## config.mk

```make
export PLATFORM = sky130hd
export DESIGN_NAME = fft_result_reader_flat
export DESIGN_NICKNAME = d
export VERILOG_FILES = /design/src/rtl/fft_result_reader_pkg.sv /design/src/rtl/fft_result_reader_if.sv /design/src/rtl/fft_result_reader_skid.sv /design/src/rtl/fft_result_reader.sv /design/src/flat_wrapper.sv
export SDC_FILE = /design/constraint.sdc
export NUM_CORES = 1
export LEC_CHECK = 0
export BUFFER_PORTS_ARGS = -buffer_cell sky130_fd_sc_hd__buf_2
export CAP_MARGIN = 20
export CORE_MARGIN = 3
export CORE_UTILIZATION = 55
export DETAILED_ROUTE_END_ITERATION = 6
export GPL_ROUTABILITY_DRIVEN = 0
export PLACE_DENSITY = 0.8
export REMOVE_ABC_BUFFERS = 1
export SLEW_MARGIN = 30
export SYNTH_ARGS = -nofsm -noshare
export SYNTH_HDL_FRONTEND = slang
export SYNTH_HIERARCHICAL = 1
export SYNTH_SLANG_ARGS = --single-unit
```

## constraint.sdc

```tcl
create_clock -name clk -period 6.67 [get_ports clk]
set_input_delay 1.6675 -clock clk [delete_from_list [all_inputs] [get_ports clk]]
set_output_delay 1.6675 -clock clk [all_outputs]
set_load 0.01 [all_outputs]
```

## src/rtl/fft_result_reader_pkg.sv

```systemverilog
// Shared types for the FFT result readout: default geometry, bank encoding, FSM states
// and the bit-reverse address helper.
package fft_result_reader_pkg;

   localparam int unsigned FFT_N = 8;
   localparam int unsigned FFT_I = 4;
   localparam int unsigned FFT_F = 4;

   typedef enum logic {
      BankRam1 = 1'b0,
      BankRam2 = 1'b1
   } bank_e;

   typedef enum logic [1:0] {
      StIdle  = 2'd0,
      StRead  = 2'd1,
      StDrain = 2'd2,
      StDone  = 2'd3
   } rd_state_e;

   // Reverses the low `width` bits of v; upper bits come back zero.
   function automatic logic [15:0] bit_rev(logic [15:0] v, int unsigned width);
      logic [15:0] r;
      r = '0;
      for (int unsigned i = 0; i < 16; i++) begin
         if (i < width) r[i] = v[width-1-i];
      end
      return r;
   endfunction

endpackage

```

## src/rtl/fft_result_reader_if.sv

```systemverilog
// Bus between the result reader, the result RAMs and the downstream sample consumer.
interface fft_result_reader_if #(
   parameter int unsigned N = 8,
   parameter int unsigned W = 8
);
   localparam int unsigned AW = $clog2(N);

   logic          i_start;
   logic          i_bank;
   logic          o_bank;
   logic          o_rd_en;
   logic [AW-1:0] o_rd_addr;
   logic [W-1:0]  i_rd_re;
   logic [W-1:0]  i_rd_im;
   logic          o_valid;
   logic          i_ready;
   logic [W-1:0]  o_data_re;
   logic [W-1:0]  o_data_im;
   logic [AW-1:0] o_idx;
   logic          o_last;
   logic          o_busy;
   logic          o_done;

   modport master (
      input  i_start, i_bank, i_rd_re, i_rd_im, i_ready,
      output o_bank, o_rd_en, o_rd_addr, o_valid, o_data_re, o_data_im, o_idx, o_last,
             o_busy, o_done
   );

   modport slave (
      output i_start, i_bank, i_rd_re, i_rd_im, i_ready,
      input  o_bank, o_rd_en, o_rd_addr, o_valid, o_data_re, o_data_im, o_idx, o_last,
             o_busy, o_done
   );

endinterface

```

## src/rtl/fft_result_reader_skid.sv

```systemverilog
// Two-entry valid/ready skid buffer; head entry drives the output registers directly.
module fft_result_reader_skid #(
   parameter int unsigned WIDTH = 16
) (
   input  logic             clk,
   input  logic             rst,
   input  logic             push,
   input  logic [WIDTH-1:0] push_data,
   input  logic             ready,
   output logic             valid,
   output logic [WIDTH-1:0] data,
   output logic [1:0]       occupancy
);

   logic [WIDTH-1:0] head_q, tail_q;
   logic [1:0]       occ_q;
   logic             pop;

   assign valid     = (occ_q != 2'd0);
   assign pop       = valid & ready;
   assign data      = head_q;
   assign occupancy = occ_q;

   always_ff @(posedge clk or posedge rst) begin
      if (rst) begin
         head_q <= '0;
         tail_q <= '0;
         occ_q  <= 2'd0;
      end else begin
         case ({push, pop})
            2'b10: begin
               if (occ_q == 2'd0) head_q <= push_data;
               else               tail_q <= push_data;
               occ_q <= occ_q + 2'd1;
            end
            2'b01: begin
               head_q <= tail_q;
               occ_q  <= occ_q - 2'd1;
            end
            2'b11: begin
               // Occupancy unchanged; the new word lands behind whatever remains.
               if (occ_q == 2'd1) begin
                  head_q <= push_data;
               end else begin
                  head_q <= tail_q;
                  tail_q <= push_data;
               end
            end
            default: ;
         endcase
      end
   end

endmodule

```

## src/rtl/fft_result_reader.sv

```systemverilog
// Streams N complex FFT results from the selected result RAM bank onto a valid/ready port.
// Define FFT_RD_BITREV_EN to read the RAM in bit-reversed address order.
module fft_result_reader
   import fft_result_reader_pkg::*;
#(
   parameter int unsigned N = FFT_N,
   parameter int unsigned I = FFT_I,
   parameter int unsigned F = FFT_F
) (
   input logic               clk,
   input logic               rst,
   fft_result_reader_if.master bus
);

   localparam int unsigned W  = I + F;
   localparam int unsigned AW = $clog2(N);
   localparam int unsigned CW = AW + 1;
   localparam logic [CW-1:0] LastCnt = CW'(N - 1);

   rd_state_e      state_q, state_d;
   bank_e          bank_q;
   logic [CW-1:0]  issue_q, out_q;
   logic           in_flight_q;
   logic           rd_en, start_acc, pop, skid_valid;
   logic [1:0]     occ;
   logic [2:0]     eff_fill;
   logic [2*W-1:0] skid_data;

   assign pop       = skid_valid & bus.i_ready;
   assign start_acc = (state_q == StIdle) & bus.i_start;
   // A beat leaving this cycle frees its slot in time for the read issued now.
   assign eff_fill  = {1'b0, occ} + {2'b00, in_flight_q} - {2'b00, pop};

   always_comb begin
      state_d = state_q;
      rd_en   = 1'b0;
      case (state_q)
         StIdle:  if (bus.i_start) state_d = StRead;
         StRead: begin
            rd_en = (eff_fill < 3'd2);
            if (rd_en && (issue_q == LastCnt)) state_d = StDrain;
         end
         StDrain: if (pop && (out_q == LastCnt)) state_d = StDone;
         StDone:  state_d = StIdle;
         default: state_d = StIdle;
      endcase
   end

   always_ff @(posedge clk or posedge rst) begin
      if (rst) begin
         state_q     <= StIdle;
         bank_q      <= BankRam1;
         issue_q     <= '0;
         out_q       <= '0;
         in_flight_q <= 1'b0;
      end else begin
         state_q     <= state_d;
         in_flight_q <= rd_en;
         if (start_acc) begin
            bank_q  <= bank_e'(bus.i_bank);
            issue_q <= '0;
            out_q   <= '0;
         end else begin
            if (rd_en) issue_q <= issue_q + CW'(1);
            if (pop)   out_q   <= out_q + CW'(1);
         end
      end
   end

   fft_result_reader_skid #(
      .WIDTH(2 * W)
   ) u_skid (
      .clk       (clk),
      .rst       (rst),
      .push      (in_flight_q),
      .push_data ({bus.i_rd_re, bus.i_rd_im}),
      .ready     (bus.i_ready),
      .valid     (skid_valid),
      .data      (skid_data),
      .occupancy (occ)
   );

`ifdef FFT_RD_BITREV_EN
   assign bus.o_rd_addr = AW'(bit_rev(16'(issue_q[AW-1:0]), AW));
`else
   assign bus.o_rd_addr = issue_q[AW-1:0];
`endif

   assign bus.o_rd_en     = rd_en;
   assign bus.o_bank      = bank_q;
   assign bus.o_valid     = skid_valid;
   assign bus.o_data_re   = skid_data[2*W-1:W];
   assign bus.o_data_im   = skid_data[W-1:0];
   assign bus.o_idx       = out_q[AW-1:0];
   assign bus.o_last      = skid_valid & (out_q == LastCnt);
   assign bus.o_busy      = (state_q != StIdle);
   assign bus.o_done      = (state_q == StDone);

endmodule

```

## src/flat_wrapper.sv

```systemverilog
// flat-port wrapper written by rule: the top's interface ports become plain ports
module fft_result_reader_flat import fft_result_reader_pkg::*;
#(
   parameter int unsigned N = FFT_N,
   parameter int unsigned I = FFT_I,
   parameter int unsigned F = FFT_F
)
  (clk, rst, bus_i_start, bus_i_bank, bus_i_rd_re, bus_i_rd_im, bus_i_ready, bus_o_bank, bus_o_rd_en, bus_o_rd_addr, bus_o_valid, bus_o_data_re, bus_o_data_im, bus_o_idx, bus_o_last, bus_o_busy, bus_o_done);
  fft_result_reader_if #(.N(N), .W((I + F))) bus_i ();
  input logic clk;
  input logic rst;
  input wire logic [$bits(bus_i.i_start)-1:0] bus_i_start;
  input wire logic [$bits(bus_i.i_bank)-1:0] bus_i_bank;
  input wire logic [$bits(bus_i.i_rd_re)-1:0] bus_i_rd_re;
  input wire logic [$bits(bus_i.i_rd_im)-1:0] bus_i_rd_im;
  input wire logic [$bits(bus_i.i_ready)-1:0] bus_i_ready;
  output wire logic [$bits(bus_i.o_bank)-1:0] bus_o_bank;
  output wire logic [$bits(bus_i.o_rd_en)-1:0] bus_o_rd_en;
  output wire logic [$bits(bus_i.o_rd_addr)-1:0] bus_o_rd_addr;
  output wire logic [$bits(bus_i.o_valid)-1:0] bus_o_valid;
  output wire logic [$bits(bus_i.o_data_re)-1:0] bus_o_data_re;
  output wire logic [$bits(bus_i.o_data_im)-1:0] bus_o_data_im;
  output wire logic [$bits(bus_i.o_idx)-1:0] bus_o_idx;
  output wire logic [$bits(bus_i.o_last)-1:0] bus_o_last;
  output wire logic [$bits(bus_i.o_busy)-1:0] bus_o_busy;
  output wire logic [$bits(bus_i.o_done)-1:0] bus_o_done;
  assign bus_i.i_start = bus_i_start;
  assign bus_i.i_bank = bus_i_bank;
  assign bus_i.i_rd_re = bus_i_rd_re;
  assign bus_i.i_rd_im = bus_i_rd_im;
  assign bus_i.i_ready = bus_i_ready;
  assign bus_o_bank = bus_i.o_bank;
  assign bus_o_rd_en = bus_i.o_rd_en;
  assign bus_o_rd_addr = bus_i.o_rd_addr;
  assign bus_o_valid = bus_i.o_valid;
  assign bus_o_data_re = bus_i.o_data_re;
  assign bus_o_data_im = bus_i.o_data_im;
  assign bus_o_idx = bus_i.o_idx;
  assign bus_o_last = bus_i.o_last;
  assign bus_o_busy = bus_i.o_busy;
  assign bus_o_done = bus_i.o_done;
  fft_result_reader #(.N(N), .I(I), .F(F)) u_core (.clk(clk), .rst(rst), .bus(bus_i));
endmodule
```

==> flow_metrics.py <==
metrics = {
    "timing": {
        "tightest_slew_ps": 897,
        "fin_crit_ps": 5180,
        "slew_viol_final": 0,
        "max_freq_ghz": 0.193,
        "totalNegativeSetupSlack_ps": 0,
        "rsz0062_at_grt": "false",
        "finalCritPeriodShare_pct": 77.6,
        "hold_violations": 0,
        "maxSlewHeadroom_pct": 40.2,
        "skew_ps": 4.10,
        "setup-violations-final": 0,
    },
    "route": {
        "vias_per_cell": 5.37,
        "firstDrtPassIters": 4,
        "drt-met1-wl_mm": 2.12,
        "vias": 1703,
        "highest_layer": "met4",
        "drc_errors": 0,
        "wire_per_inst_um": 15.0,
        "wl_met3_um": 191,
        "ant_nets": 0,
        "dr_wl_met2_mm": 2.40,
        "drt_wl_total_mm": 4.77,
        "drt_first_iter_violations": 94,
    },
    "critical_path": {
        "critPathRequiredTime_ps": 5000,
        "critPathSlowestCell": "fa_1",
        "crit_top_cell": "buf_2",
        "reg2reg_from": "u_core/u_skid/occupancy[1]",
        "critPathMaxStageDelay_ps": 410,
        "critPathLaunchType": "input pin",
        "reg2regPathDepth": 12,
        "crit_path_max_fanout": 5,
        "reg2reg_to": "u_core/state_q[1]",
        "crit_type": "in2out",
        "end_kind": "output pin",
        "crit_chain": "buf_2 -> nand2_1 -> inv_1 -> ha_1 -> nand2b_1 -> fa_1 -> xor2_2 -> nor2_1 -> buf_2",
        "critPathArrivalTime_ps": 3510,
        "rrSetupSlack_ps": 3660,
    },
    "synthesis": {
        "ys_types": 35,
        "synth_compound_area_share_pct": 10.5,
        "seq_area_frac_synth_pct": 47.6,
        "yosys.area.top_type": "dfrtp_1",
        "synth_top_area_share_pct": 47.6,
        "ys_top_cells_by_area": "dfrtp_1, ha_1, mux2_4, a31oi_1, o21ai_0",
        "syn_area_per_cell_um2": 10.7,
        "muxShareOfSynthArea_pct": 11.0,
        "synth_commonest_cells": "dfrtp_1, nor2_1, o21ai_0",
        "ys_ff_latch": 46,
        "ys_warn_count": 6,
        "synth-edff-count": 0,
        "syn-cell-area_um2": 2420,
        "yosysMostFrequentCell": "dfrtp_1",
        "synth_xor_area_share_pct": 3.21,
        "synthSimpleGateAreaFrac_pct": 12.4,
        "syn_inst": 226,
        "synth_top_family_by_area": "simple AND/OR/NAND/NOR gates",
        "async_flop_share_pct": 100,
        "synth_fa_ha_area_share_pct": 8.58,
        "synthFlopType": "dfrtp_1",
    },
    "worst_hold_path": {
        "hold_start": "u_core/u_skid/tail_q[8]",
        "hold_depth": 1,
        "hold_path_class": "reg2reg",
        "whs_endpoint": "u_core/u_skid/tail_q[8]",
    },
    "pwr": {
        "power-per-cell-area_nw_per_um2": 500,
        "ir_drop_mv": 0.280,
        "power_mw": 1.35,
        "p_leak_nw": 1.29,
    },
    "clock_network": {
        "cts.clk_slew.worst_paths_ps": 80,
        "numCtsBuffers": 5,
        "cts_tree": "built",
        "cts_resized": 0,
        "cts_sinks": 46,
        "h-tree-depth": 2,
        "clk_latency_ps": 300,
        "cts_setup_buffers": 0,
        "cts_root_buf": "clkbuf_8",
        "clk_path_buf_depth": 2,
        "cts_hold_buf": 0,
    },
    "placement": {
        "detailed_place_hpwl_mm": 3.35,
        "io_buffers": 48,
    },
    "die": {
        "core_area_um2": 4120,
        "die_w_um": 72.3,
        "num_rows": 23,
        "start_util_pct": 58.8,
        "ios": 49,
        "die_y_um": 72.3,
        "die_area_um2": 5230,
    },
    "global_route": {
        "antenna_found_initial": 0,
        "grt_pass1_vias": 1645,
        "grt_usage_pct": 19.3,
        "grt_pass1_wl_mm": 7.73,
        "grt-ovfl-total": 0,
        "grt_max_degree": 35,
    },
    "job": {
        "maxCapViolations": 0,
    },
    "final_layout": {
        "diodes": 0,
        "drive_gt1_share_pct": 29.2,
        "final_nets": 303,
        "syn2layout_area_growth_pct": 11.8,
    },
    "status": {
        "status": "complete, no violations",
    },
}
## worst max path at each step
stage             endpoint   startpoint
6_report       bus_o_rd_en  bus_i_ready
5_1_grt        bus_o_rd_en  bus_i_ready
4_1_cts        bus_o_rd_en  bus_i_ready
3_5_place_dp   bus_o_rd_en  bus_i_ready
3_3_place_gp   bus_o_rd_en  bus_i_ready
2_1_floorplan  bus_o_rd_en  bus_i_ready
## critical path, delay by kind of cell
| family | cells | cell delay (ps) |
|---|---|---|
| xor+xnor | 1 | 230 |
| simple gates | 3 | 520 |
| buf+inv | 3 | 410 |
| fa+ha+maj | 2 | 680 |
## layout make-up
type / count / area (um^2)
multi-input cells: 151 / 1100
fillers: 336 / 1410
clock inverters: 1 / 5.00
clock buffers: 7 / 86.3
flip-flops and latches: 46 / 1150
well taps: 50 / 62.6
repair buffers: 49 / 248
inverters: 13 / 48.8
## layout by cell type, fill, tap and decap left out, types with 2 or more instances in the layout
cell,instances
mux2_2,8
nand3_1,17
nand2b_1,2
clkbuf_8,6
nor2b_1,3
o21ai_0,20
buf_2,48
nor3b_1,2
nand2_1,10
ha_1,15
mux2_4,11
xnor2_1,5
xor2_1,2
nor2_1,24
a21oi_1,2
or2b_1,2
dfrtp_1,46
inv_1,13
a31oi_1,16
## power by group
group | leakage, nW | internal, mW | switching [mW] | total [mW]
sequential | 0.550 | 0.418 | 0.0856 | 0.503
combinational | 0.693 | 0.315 | 0.357 | 0.673
clock | 0.0482 | 0.0837 | 0.0924 | 0.176
total | 1.29 | 0.817 | 0.535 | 1.35
## registers in the layout (all words and copies together), names as in the netlist
name	count
u_core/u_skid/occupancy	2
u_core/issue_q	4
u_core/u_skid/data	16
u_core/in_flight_q	1
u_core/u_skid/tail_q	16
u_core/state_q	2
u_core/out_q	4
u_core/bus.o_bank	1
## cells by family (layout without fill, tap and decap cells)
kind of cell    after synthesis  in the layout
compound gates               43             43
xor+xnor                      8              8
fa+ha+maj                    16             16
buf+inv                      29             70
flops                        46             46
mux                          20             20
simple gates                 64             64
## per-layer routing
layer / vias up / global-route usage, %
li1: 855 / -
met1: 817 / 24.8
met2: 26 / 31.7
met3: 5 / 4.99
met4: 0 / 6.26
met5: - / 0
## stage by stage
stage | setup WS [ps] | hold slack [ps] | std cells | instance area, um^2 | utilization (%)
floorplan | 1840 | 474 | 210 | 2300 | -
global placement | 1580 | 482 | 309 | 2620 | 63.5
finish | 1490 | 507 | 317 | 2710 | 65.8
detailed placement | 1500 | 489 | 309 | 2620 | 63.5
CTS | 1500 | 509 | 317 | 2710 | 65.8
global route | 1340 | 514 | 317 | 2710 | 65.8
No activity file was read; power rests on OpenSTA's default activity.
